File: config.mk
export PLATFORM = sky130hd
export DESIGN_NAME = wam_hit_flat
export DESIGN_NICKNAME = d
export VERILOG_FILES = /design/src/rtl/wam_pkg.sv /design/src/rtl/wam_hit_if.sv /design/src/rtl/wam_dbn.sv /design/src/rtl/wam_hit.sv /design/src/flat_wrapper.sv
export SDC_FILE = /design/constraint.sdc
export NUM_CORES = 1
export LEC_CHECK = 0
export BUFFER_PORTS_ARGS = -buffer_cell sky130_fd_sc_hd__buf_2
export CORE_MARGIN = 2
export CORE_UTILIZATION = 50
export DETAILED_ROUTE_END_ITERATION = 6
export HOLD_SLACK_MARGIN = 0.15
export PLACE_DENSITY = 0.69
export SKIP_CTS_REPAIR_TIMING = 1
export SYNTH_ARGS = -nofsm -noshare
export SYNTH_HDL_FRONTEND = slang
export SYNTH_SLANG_ARGS = --single-unit
File: constraint.sdc
create_clock -name clk -period 5.7 [get_ports clk]
set_input_delay 0.57 -clock clk [delete_from_list [all_inputs] [get_ports clk]]
set_output_delay 0.57 -clock clk [all_outputs]
set_load 0.01 [all_outputs]
File: src/rtl/wam_pkg.sv
// Shared constants and helpers for the whack-a-mole hit judge.
package wam_pkg;

  localparam int N_HOLE_DEF = 4;
  localparam int DB_CYC_DEF = 1000000;
  localparam int DB_CYC_SIM = 4;
  localparam int DB_W       = $clog2(DB_CYC_DEF);
  localparam int HIT_NUM_W  = 3;
  localparam int POP_MAX_W  = 7;

  // Number of set bits in a hole vector of up to POP_MAX_W holes.
  function automatic logic [HIT_NUM_W-1:0] popcount(input logic [POP_MAX_W-1:0] v);
    logic [HIT_NUM_W-1:0] n;
    n = '0;
    for (int i = 0; i < POP_MAX_W; i++) begin
      n = n + HIT_NUM_W'(v[i]);
    end
    return n;
  endfunction

endpackage

File: src/rtl/wam_hit_if.sv
// Switch/mole inputs and judge outputs of the whack-a-mole hit judge.
interface wam_hit_if
  import wam_pkg::*;
#(
  parameter int N_HOLE = N_HOLE_DEF
) ();

  logic                 en;
  logic [N_HOLE-1:0]    sw;
  logic [N_HOLE-1:0]    mole;
  logic [N_HOLE-1:0]    hit;
  logic                 hit_any;
  logic [HIT_NUM_W-1:0] hit_num;
  logic                 miss;

  modport master (
    output en, sw, mole,
    input  hit, hit_any, hit_num, miss
  );

  modport slave (
    input  en, sw, mole,
    output hit, hit_any, hit_num, miss
  );

endinterface

File: src/rtl/wam_dbn.sv
// One hole: 2-flop synchroniser, debounce counter and rising-edge press pulse.
module wam_dbn
  import wam_pkg::*;
#(
  parameter int DB_CYC = DB_CYC_SIM
) (
  input  logic clk,
  input  logic clr_n,
  input  logic sw,
  output logic press
);

  localparam int              CNT_W    = $clog2(DB_CYC);
  localparam logic [CNT_W-1:0] CNT_LAST = CNT_W'(DB_CYC - 1);

  logic             sync1_q, sync1_d;
  logic             sw_s_q, sw_s_d;
  logic [CNT_W-1:0] cnt_q, cnt_d;
  logic             stable_q, stable_d;
  logic             stable_dly_q, stable_dly_d;

  // Debounce: stable only follows sw_s after DB_CYC consecutive mismatching cycles.
  always_comb begin
    sync1_d      = sw;
    sw_s_d       = sync1_q;
    cnt_d        = '0;
    stable_d     = stable_q;
    stable_dly_d = stable_q;
    if (sw_s_q != stable_q) begin
      if (cnt_q == CNT_LAST) begin
        stable_d = sw_s_q;
      end else begin
        cnt_d = cnt_q + 1'b1;
      end
    end
  end

  // State registers; everything clears on reset so a pending debounce is dropped.
  always_ff @(posedge clk) begin
    if (!clr_n) begin
      sync1_q      <= 1'b0;
      sw_s_q       <= 1'b0;
      cnt_q        <= '0;
      stable_q     <= 1'b0;
      stable_dly_q <= 1'b0;
    end else begin
      sync1_q      <= sync1_d;
      sw_s_q       <= sw_s_d;
      cnt_q        <= cnt_d;
      stable_q     <= stable_d;
      stable_dly_q <= stable_dly_d;
    end
  end

  // Only the press edge is judged; releases produce nothing.
  assign press = stable_q & ~stable_dly_q;

endmodule

File: src/rtl/wam_hit.sv
// Hit judge: debounced presses are scored against the live mole mask.
module wam_hit
  import wam_pkg::*;
#(
  parameter int N_HOLE = N_HOLE_DEF,
  parameter int DB_CYC = DB_CYC_DEF
) (
  input  logic      clk,
  input  logic      clr_n,
  wam_hit_if.slave  bus
);

  logic [N_HOLE-1:0]    press;
  logic [N_HOLE-1:0]    whacked_q, whacked_d;
  logic [N_HOLE-1:0]    hit_q, hit_d;
  logic                 hit_any_q, hit_any_d;
  logic [HIT_NUM_W-1:0] hit_num_q, hit_num_d;
  logic                 miss_q, miss_d;

  for (genvar i = 0; i < N_HOLE; i++) begin : g_hole
    wam_dbn #(.DB_CYC(DB_CYC)) u_dbn (
      .clk   (clk),
      .clr_n (clr_n),
      .sw    (bus.sw[i]),
      .press (press[i])
    );
  end

  // Judge each press: first press on a showing mole scores, a press on an empty hole misses,
  // further presses on an already-whacked mole are ignored. whacked drops with the mole or en.
  always_comb begin
    hit_d     = '0;
    miss_d    = 1'b0;
    whacked_d = '0;
    if (bus.en) begin
      hit_d     = press & bus.mole & ~whacked_q;
      miss_d    = |(press & ~bus.mole);
      whacked_d = (whacked_q | hit_d) & bus.mole;
    end
    hit_any_d = |hit_d;
    hit_num_d = popcount(POP_MAX_W'(hit_d));
  end

  // Registered judge outputs and the per-hole whacked memory.
  always_ff @(posedge clk) begin
    if (!clr_n) begin
      whacked_q <= '0;
      hit_q     <= '0;
      hit_any_q <= 1'b0;
      hit_num_q <= '0;
      miss_q    <= 1'b0;
    end else begin
      whacked_q <= whacked_d;
      hit_q     <= hit_d;
      hit_any_q <= hit_any_d;
      hit_num_q <= hit_num_d;
      miss_q    <= miss_d;
    end
  end

  assign bus.hit     = hit_q;
  assign bus.hit_any = hit_any_q;
  assign bus.hit_num = hit_num_q;
  assign bus.miss    = miss_q;

endmodule

File: src/flat_wrapper.sv
// flat-port wrapper written by rule: the top's interface ports become plain ports
module wam_hit_flat import wam_pkg::*;
#(
  parameter int N_HOLE = N_HOLE_DEF,
  parameter int DB_CYC = DB_CYC_DEF
)
  (clk, clr_n, bus_en, bus_sw, bus_mole, bus_hit, bus_hit_any, bus_hit_num, bus_miss);
  wam_hit_if #(.N_HOLE(N_HOLE)) bus_i ();
  input  logic clk;
  input  logic clr_n;
  input wire logic [$bits(bus_i.en)-1:0] bus_en;
  input wire logic [$bits(bus_i.sw)-1:0] bus_sw;
  input wire logic [$bits(bus_i.mole)-1:0] bus_mole;
  output wire logic [$bits(bus_i.hit)-1:0] bus_hit;
  output wire logic [$bits(bus_i.hit_any)-1:0] bus_hit_any;
  output wire logic [$bits(bus_i.hit_num)-1:0] bus_hit_num;
  output wire logic [$bits(bus_i.miss)-1:0] bus_miss;
  assign bus_i.en = bus_en;
  assign bus_i.sw = bus_sw;
  assign bus_i.mole = bus_mole;
  assign bus_hit = bus_i.hit;
  assign bus_hit_any = bus_i.hit_any;
  assign bus_hit_num = bus_i.hit_num;
  assign bus_miss = bus_i.miss;
  wam_hit #(.N_HOLE(N_HOLE), .DB_CYC(DB_CYC)) u_core (.clk(clk), .clr_n(clr_n), .bus(bus_i));
endmodule
# Word-level counts from Yosys, hierarchy flattened
# Index checks and enable logic that the tools add are counted.
dict set report word_totals {
  ram_bits 0
  output_inout_bits 9
  regBits 109
  romBits 0
  mem_count 0
  elab_cells 72
  latch_bits 0
}
dict set report op_classes {
  muxes 1
  bitwise 20
  shifts 0
  order_cmp 0
  div 0
  multipliers 0
  n_addsub 7
  eq_ne 8
  reduce_logical 11
}
# op n
set ops {}
lappend ops {{20-bit by 1-bit adder with 20-bit output (second input constant)} 4}
lappend ops {{20-bit equality test (second input constant)} 4}
lappend ops {{4-bit bitwise AND} 4}
lappend ops {{3-bit OR reduction} 4}
lappend ops {{2-bit AND reduction} 5}
lappend ops {{1-bit NOT} 9}
lappend ops {{4-bit NOT} 2}
lappend ops {{4-bit OR reduction} 2}
lappend ops {{3-bit by 1-bit adder with 3-bit output} 2}
lappend ops {{1-bit bitwise AND} 4}
lappend ops {{4-bit 2-to-1 mux} 1}
lappend ops {{1-bit != test} 4}
lappend ops {{4-bit OR} 1}
lappend ops {{1-bit by 1-bit adder with 2-bit output} 1}

# Longest topological paths before layout
dict set report logic_depth {
  ltp_word 8
  ltp_mapped 10
}

# Modules after synthesis
# Synthesis repeated with hierarchy kept, for this count alone.
dict set report unflattened {
  hier_cells 497
  hier_area_um2 4713.3
}
# mod n_inst area_per_inst_um2 cells_per_inst seq_area_each_um2
set modules_own_cells {}
lappend modules_own_cells {wam_dbn 4 1053.5 113 480.5}
lappend modules_own_cells {wam_hit 1 499.2 45 260.2}

# Least setup slack after synthesis
# OpenSTA, ideal clock, no wires.
dict set report synth_timing {
  path_kind {input to register}
  from {input bus_en}
  to {register u_core.hit_num_q[1] (netlist: u_core.bus.hit_num[1])}
  t_required_ps 5585
  slack_ps 3411
  arrival_ps 2174
  stages 10
  path_cell_list {clkbuf_1 nand2_1 nor3_1 inv_1 ha_1 inv_1 fa_1 inv_1 ha_1 and2_1}
}
dict set report synth_via {
  elab_chain_cells 4
}
# element line_no
set synth_rtl {}
lappend synth_rtl {{from (decl)} flat_wrapper.sv:11} ;# input wire logic [$bits(bus_i.en)-1:0] bus_en;
lappend synth_rtl {{4-bit 2-to-1 mux} wam_hit.sv:35} ;# if (bus.en) begin
lappend synth_rtl {{named net u_core.hit_d[0]} wam_hit.sv:15} ;# logic [N_HOLE-1:0] hit_q, hit_d;
lappend synth_rtl {{1-bit by 1-bit adder with 2-bit output} wam_pkg.sv:16} ;# n = n + HIT_NUM_W'(v[i]);
lappend synth_rtl {{3-bit by 1-bit adder with 3-bit output (2 in series)} wam_pkg.sv:16}
lappend synth_rtl {{named net u_core.hit_num_d[1]} wam_hit.sv:17} ;# logic [HIT_NUM_W-1:0] hit_num_q, hit_num_d;
lappend synth_rtl {{to (signal assigned)} wam_hit.sv:56} ;# hit_num_q <= hit_num_d;
lappend synth_rtl {{to (decl)} wam_hit.sv:17}
# The timed path passes the listed nets, and every way through them passes these cells.
# A chain may end at the register's enable or synchronous reset.

# Final worst setup path
dict set report layout_timing {
  from {register u_core.g_hole[1].u_dbn.stable_q}
  to {register u_core.hit_num_q[1] (netlist: u_core.bus.hit_num[1])}
}
dict set report layout_via {
  elab_chain_cells 7
}
# element line_no
set layout_rtl {}
lappend layout_rtl {{from (decl)} wam_dbn.sv:19} ;# logic stable_q, stable_d;
lappend layout_rtl {{from (signal assigned)} wam_dbn.sv:50} ;# stable_q <= stable_d;
lappend layout_rtl {{1-bit bitwise AND} wam_dbn.sv:56} ;# assign press = stable_q & ~stable_dly_q;
lappend layout_rtl {{4-bit bitwise AND (2 in series)} wam_hit.sv:36} ;# hit_d = press & bus.mole & ~whacked_q;
lappend layout_rtl {{4-bit 2-to-1 mux} wam_hit.sv:35}
lappend layout_rtl {{named net u_core.hit_d[1]} wam_hit.sv:15}
lappend layout_rtl {{1-bit by 1-bit adder with 2-bit output} wam_pkg.sv:16}
lappend layout_rtl {{3-bit by 1-bit adder with 3-bit output (2 in series)} wam_pkg.sv:16}
lappend layout_rtl {{named net u_core.hit_num_d[1]} wam_hit.sv:17}
# The timed path passes the listed nets, and every way through them passes these cells.

==> impl_metrics.ini <==
[status]
status = completed

[pwr]
p_leak_nw = 1.633
cellPowerDensity_nw_per_um2 = 254.6
ir_worst_vdd_v = 0.0001344

[final_layout]
instances_no_fill = 655
nNetsFinal = 558
areaGrowthSynthToFinish_pct = 8.624
drive_above_1_share_pct = 8.088
multi_input_comb_area_um2 = 2318
final.fill_count = 854
finish.instance_area_um2 = 5059
seqCellArea_um2 = 2182
antenna_cells = 0

[place]
port-buffer-count = 19
place_worst_setup_slack_ns = 3.388
placed_area_um2 = 4843
place.gp.congestion = 0.8346
place.detailed.hpwl_mm = 5.908
dpl.cell_count = 639

[grt]
vias_in_the_first_global_route = 3463
grt_antenna_before_repair = 0
grt_overflow = 0
grt_max_degree = 28
grt_first_pass_wirelength_mm = 15.00
track_usage_pct = 18.13

[cts]
clock_tree.htree_level_count = 3
ctsRootBufferMaster = clkbuf_8
tritoncts.num_buffers = 9
clkLatencyLatePin_ns = 0.37
cts_num_sinks = 109
worst_setup_hold_path_clk_slew_ns = 0.11
tritoncts = done
cts.path.max_buffers = 2

[die]
core_um2 = 9153
core.rowCount = 35
io_pins = 20
dieHeight_um = 100.5
start_util_pct = 50.88
die-width_um = 100.5
die-area_um2 = 10100

[drt]
totalWireLength_mm = 8.428
drt_pass1_iterations = 4
detail_route.iter0.violations = 108
antenna_left = 0
post-route-drc-count = 0
detailroute.via_count = 3678
post_drt_wl_per_cell_um = 12.87
post_drt_via_cell_ratio = 5.615

[synth]
seq_cells_post_synth = 109
ys.warnings.count = 0
synth.area.top_cells = dfxtp_1, xor2_1, nor2_1
synth_cell_type_count = 44
post-synth-top-area-cell = dfxtp_1
yosysMostFrequentCell = dfxtp_1
synth.cell_area_um2 = 4657
synth.top_cell.area_share_pct = 46.86
yosys_most_used_dff = dfxtp_1
synthCells = 524
postSynthNetCount = 543
synth_enable_flop_cells = 0
synthArstFlopShare_pct = 0
yosysSeqAreaShare_pct = 46.86
yosys-top-cells-count = dfxtp_1, nor2_1, a21oi_1, nand3_1, nand2_1
syn_area_per_cell_um2 = 8.887

[worst_hold_path]
hold_path.class = in2reg

[timing]
finalHoldWorstSlack_ns = 0.4037
maxSlewViolCount = 0
rsz0062_at_grt = no
final_period_minus_worst_setup_slack_ns = 2.147
final_hold_viol_count = 0
clock-skew-final_ns = 0.01200
final.setup.tns_ns = 0
setup_viol_count_final = 0
layout_worst_path_cycle_share_pct = 37.66
worst-slew-pin-transition_ns = 0.8083
max-slew-margin-rel_pct = 45.95
post-route-worst-setup-slack_ns = 3.553
fmax_mhz = 465.8

[critical_path]
startpoint_type = register
timing.critical_path.mode_cell = inv_1
timing.critical_path.max_delay_family = adder cells
worst-path-max-fanout = 4
arrival_ns = 2.43
crit_path_top_delay_cell = dfxtp_1
worst_ep_required_time_ns = 5.98
timing.critical_path.buf_inv = 3
max_stage_delay_ns = 0.38
setup.worst_path.class = reg2reg
worstPathCellList = nor2b_1, nand3_1, nor2_1, inv_1, ha_1, inv_1, fa_1, inv_1, ha_1, and2_1
critical_path.endpoint_type = register

[flow_run]
max-cap-violations = 0
==> final timing paths <==
check                             endpoint  cells after the start                                start  slack [ns]
min reg2reg  u_core.g_hole[2].u_dbn.sw_s_q                      1        u_core.g_hole[2].u_dbn.sw_s_d        0.44
min          u_core.g_hole[2].u_dbn.sw_s_d                      2                            bus_sw[2]        0.40
max                  u_core.bus.hit_num[1]                     10  u_core.g_hole[1].u_dbn.stable_dly_d        3.55
max reg2reg          u_core.bus.hit_num[1]                     10  u_core.g_hole[1].u_dbn.stable_dly_d        3.55
==> layout by cell type (no fill, tap or decap), types with 2 or more instances in the layout <==
master,netlist,layout
bufinv_16,0,2
nor3_1,9,9
o21a_1,2,2
or3_1,20,20
or2_2,2,2
xor2_1,27,27
o21ai_0,16,16
clkbuf_1,16,2
nand4b_1,2,2
nand4_1,16,16
nand3_1,31,31
nor4bb_1,4,4
nor2_1,61,61
or4_1,16,16
nand2b_1,2,2
nor2b_1,5,5
nor4_1,13,13
and4_1,6,6
o211ai_1,2,2
xnor2_1,22,22
buf_4,0,3
nand2_1,28,28
buf_2,2,19
o2111a_1,3,3
clkinvlp_4,0,2
ha_1,7,7
o31ai_1,14,14
and3_1,5,5
and2_1,16,16
a21oi_1,31,31
dfxtp_1,109,109
clkbuf_8,0,9
inv_1,22,22
==> logic make-up after synthesis <==
family,share of synthesized area [%]
DFF,46.86
AOI/OAI and AO/OA,9.591
adders and majority gates,2.311
xor gates and xnor gates,9.215
and+or+nand+nor,28.67
buffers and inverters,3.358
==> where the power goes <==
part           internal (mW)  switching [mW]  total [mW]
Combinational        0.00625          0.0126      0.0188
Clock                  0.250           0.253       0.503
Sequential             0.764         0.00210       0.766
==> state kept, by name, indices dropped and copies added, names as in the netlist <==
| signal | flops |
|---|---|
| u_core.g_hole.u_dbn.stable_dly_d | 4 |
| u_core.bus.hit | 4 |
| u_core.g_hole.u_dbn.cnt_q | 80 |
| u_core.bus.hit_num | 3 |
| u_core.g_hole.u_dbn.stable_dly_q | 4 |
| u_core.whacked_q | 4 |
| u_core.bus.hit_any | 1 |
| u_core.bus.miss | 1 |
| u_core.g_hole.u_dbn.sw_s_d | 4 |
| u_core.g_hole.u_dbn.sw_s_q | 4 |
==> area by class of cell <==
type / count / share of cell area [%]
inverter: 23 / 1.707
timing repair buffer: 22 / 2.325
sequential: 109 / 43.14
clock buffer: 11 / 2.597
clock inverter: 5 / 1.657
multi-input combinational: 374 / 45.83
tap: 111 / 2.745
==> per-layer routing <==
metal,vias to the layer above,wire [µm],GRT usage (%)
li1,1882,-,-
met1,1732,4087,22.94
met2,53,3956,30.67
met3,11,256,4.092
met4,0,127,6.006
met5,-,0,0
==> per-stage QoR <==
stage	power, mW	utilization, %
global route	1.339	55.27
CTS	1.306	55.27
floorplan	0.7951	-
global placement	0.8026	52.92
finish	1.288	55.27
detailed placement	0.8035	52.92
Power figures use the tool's default switching activity.
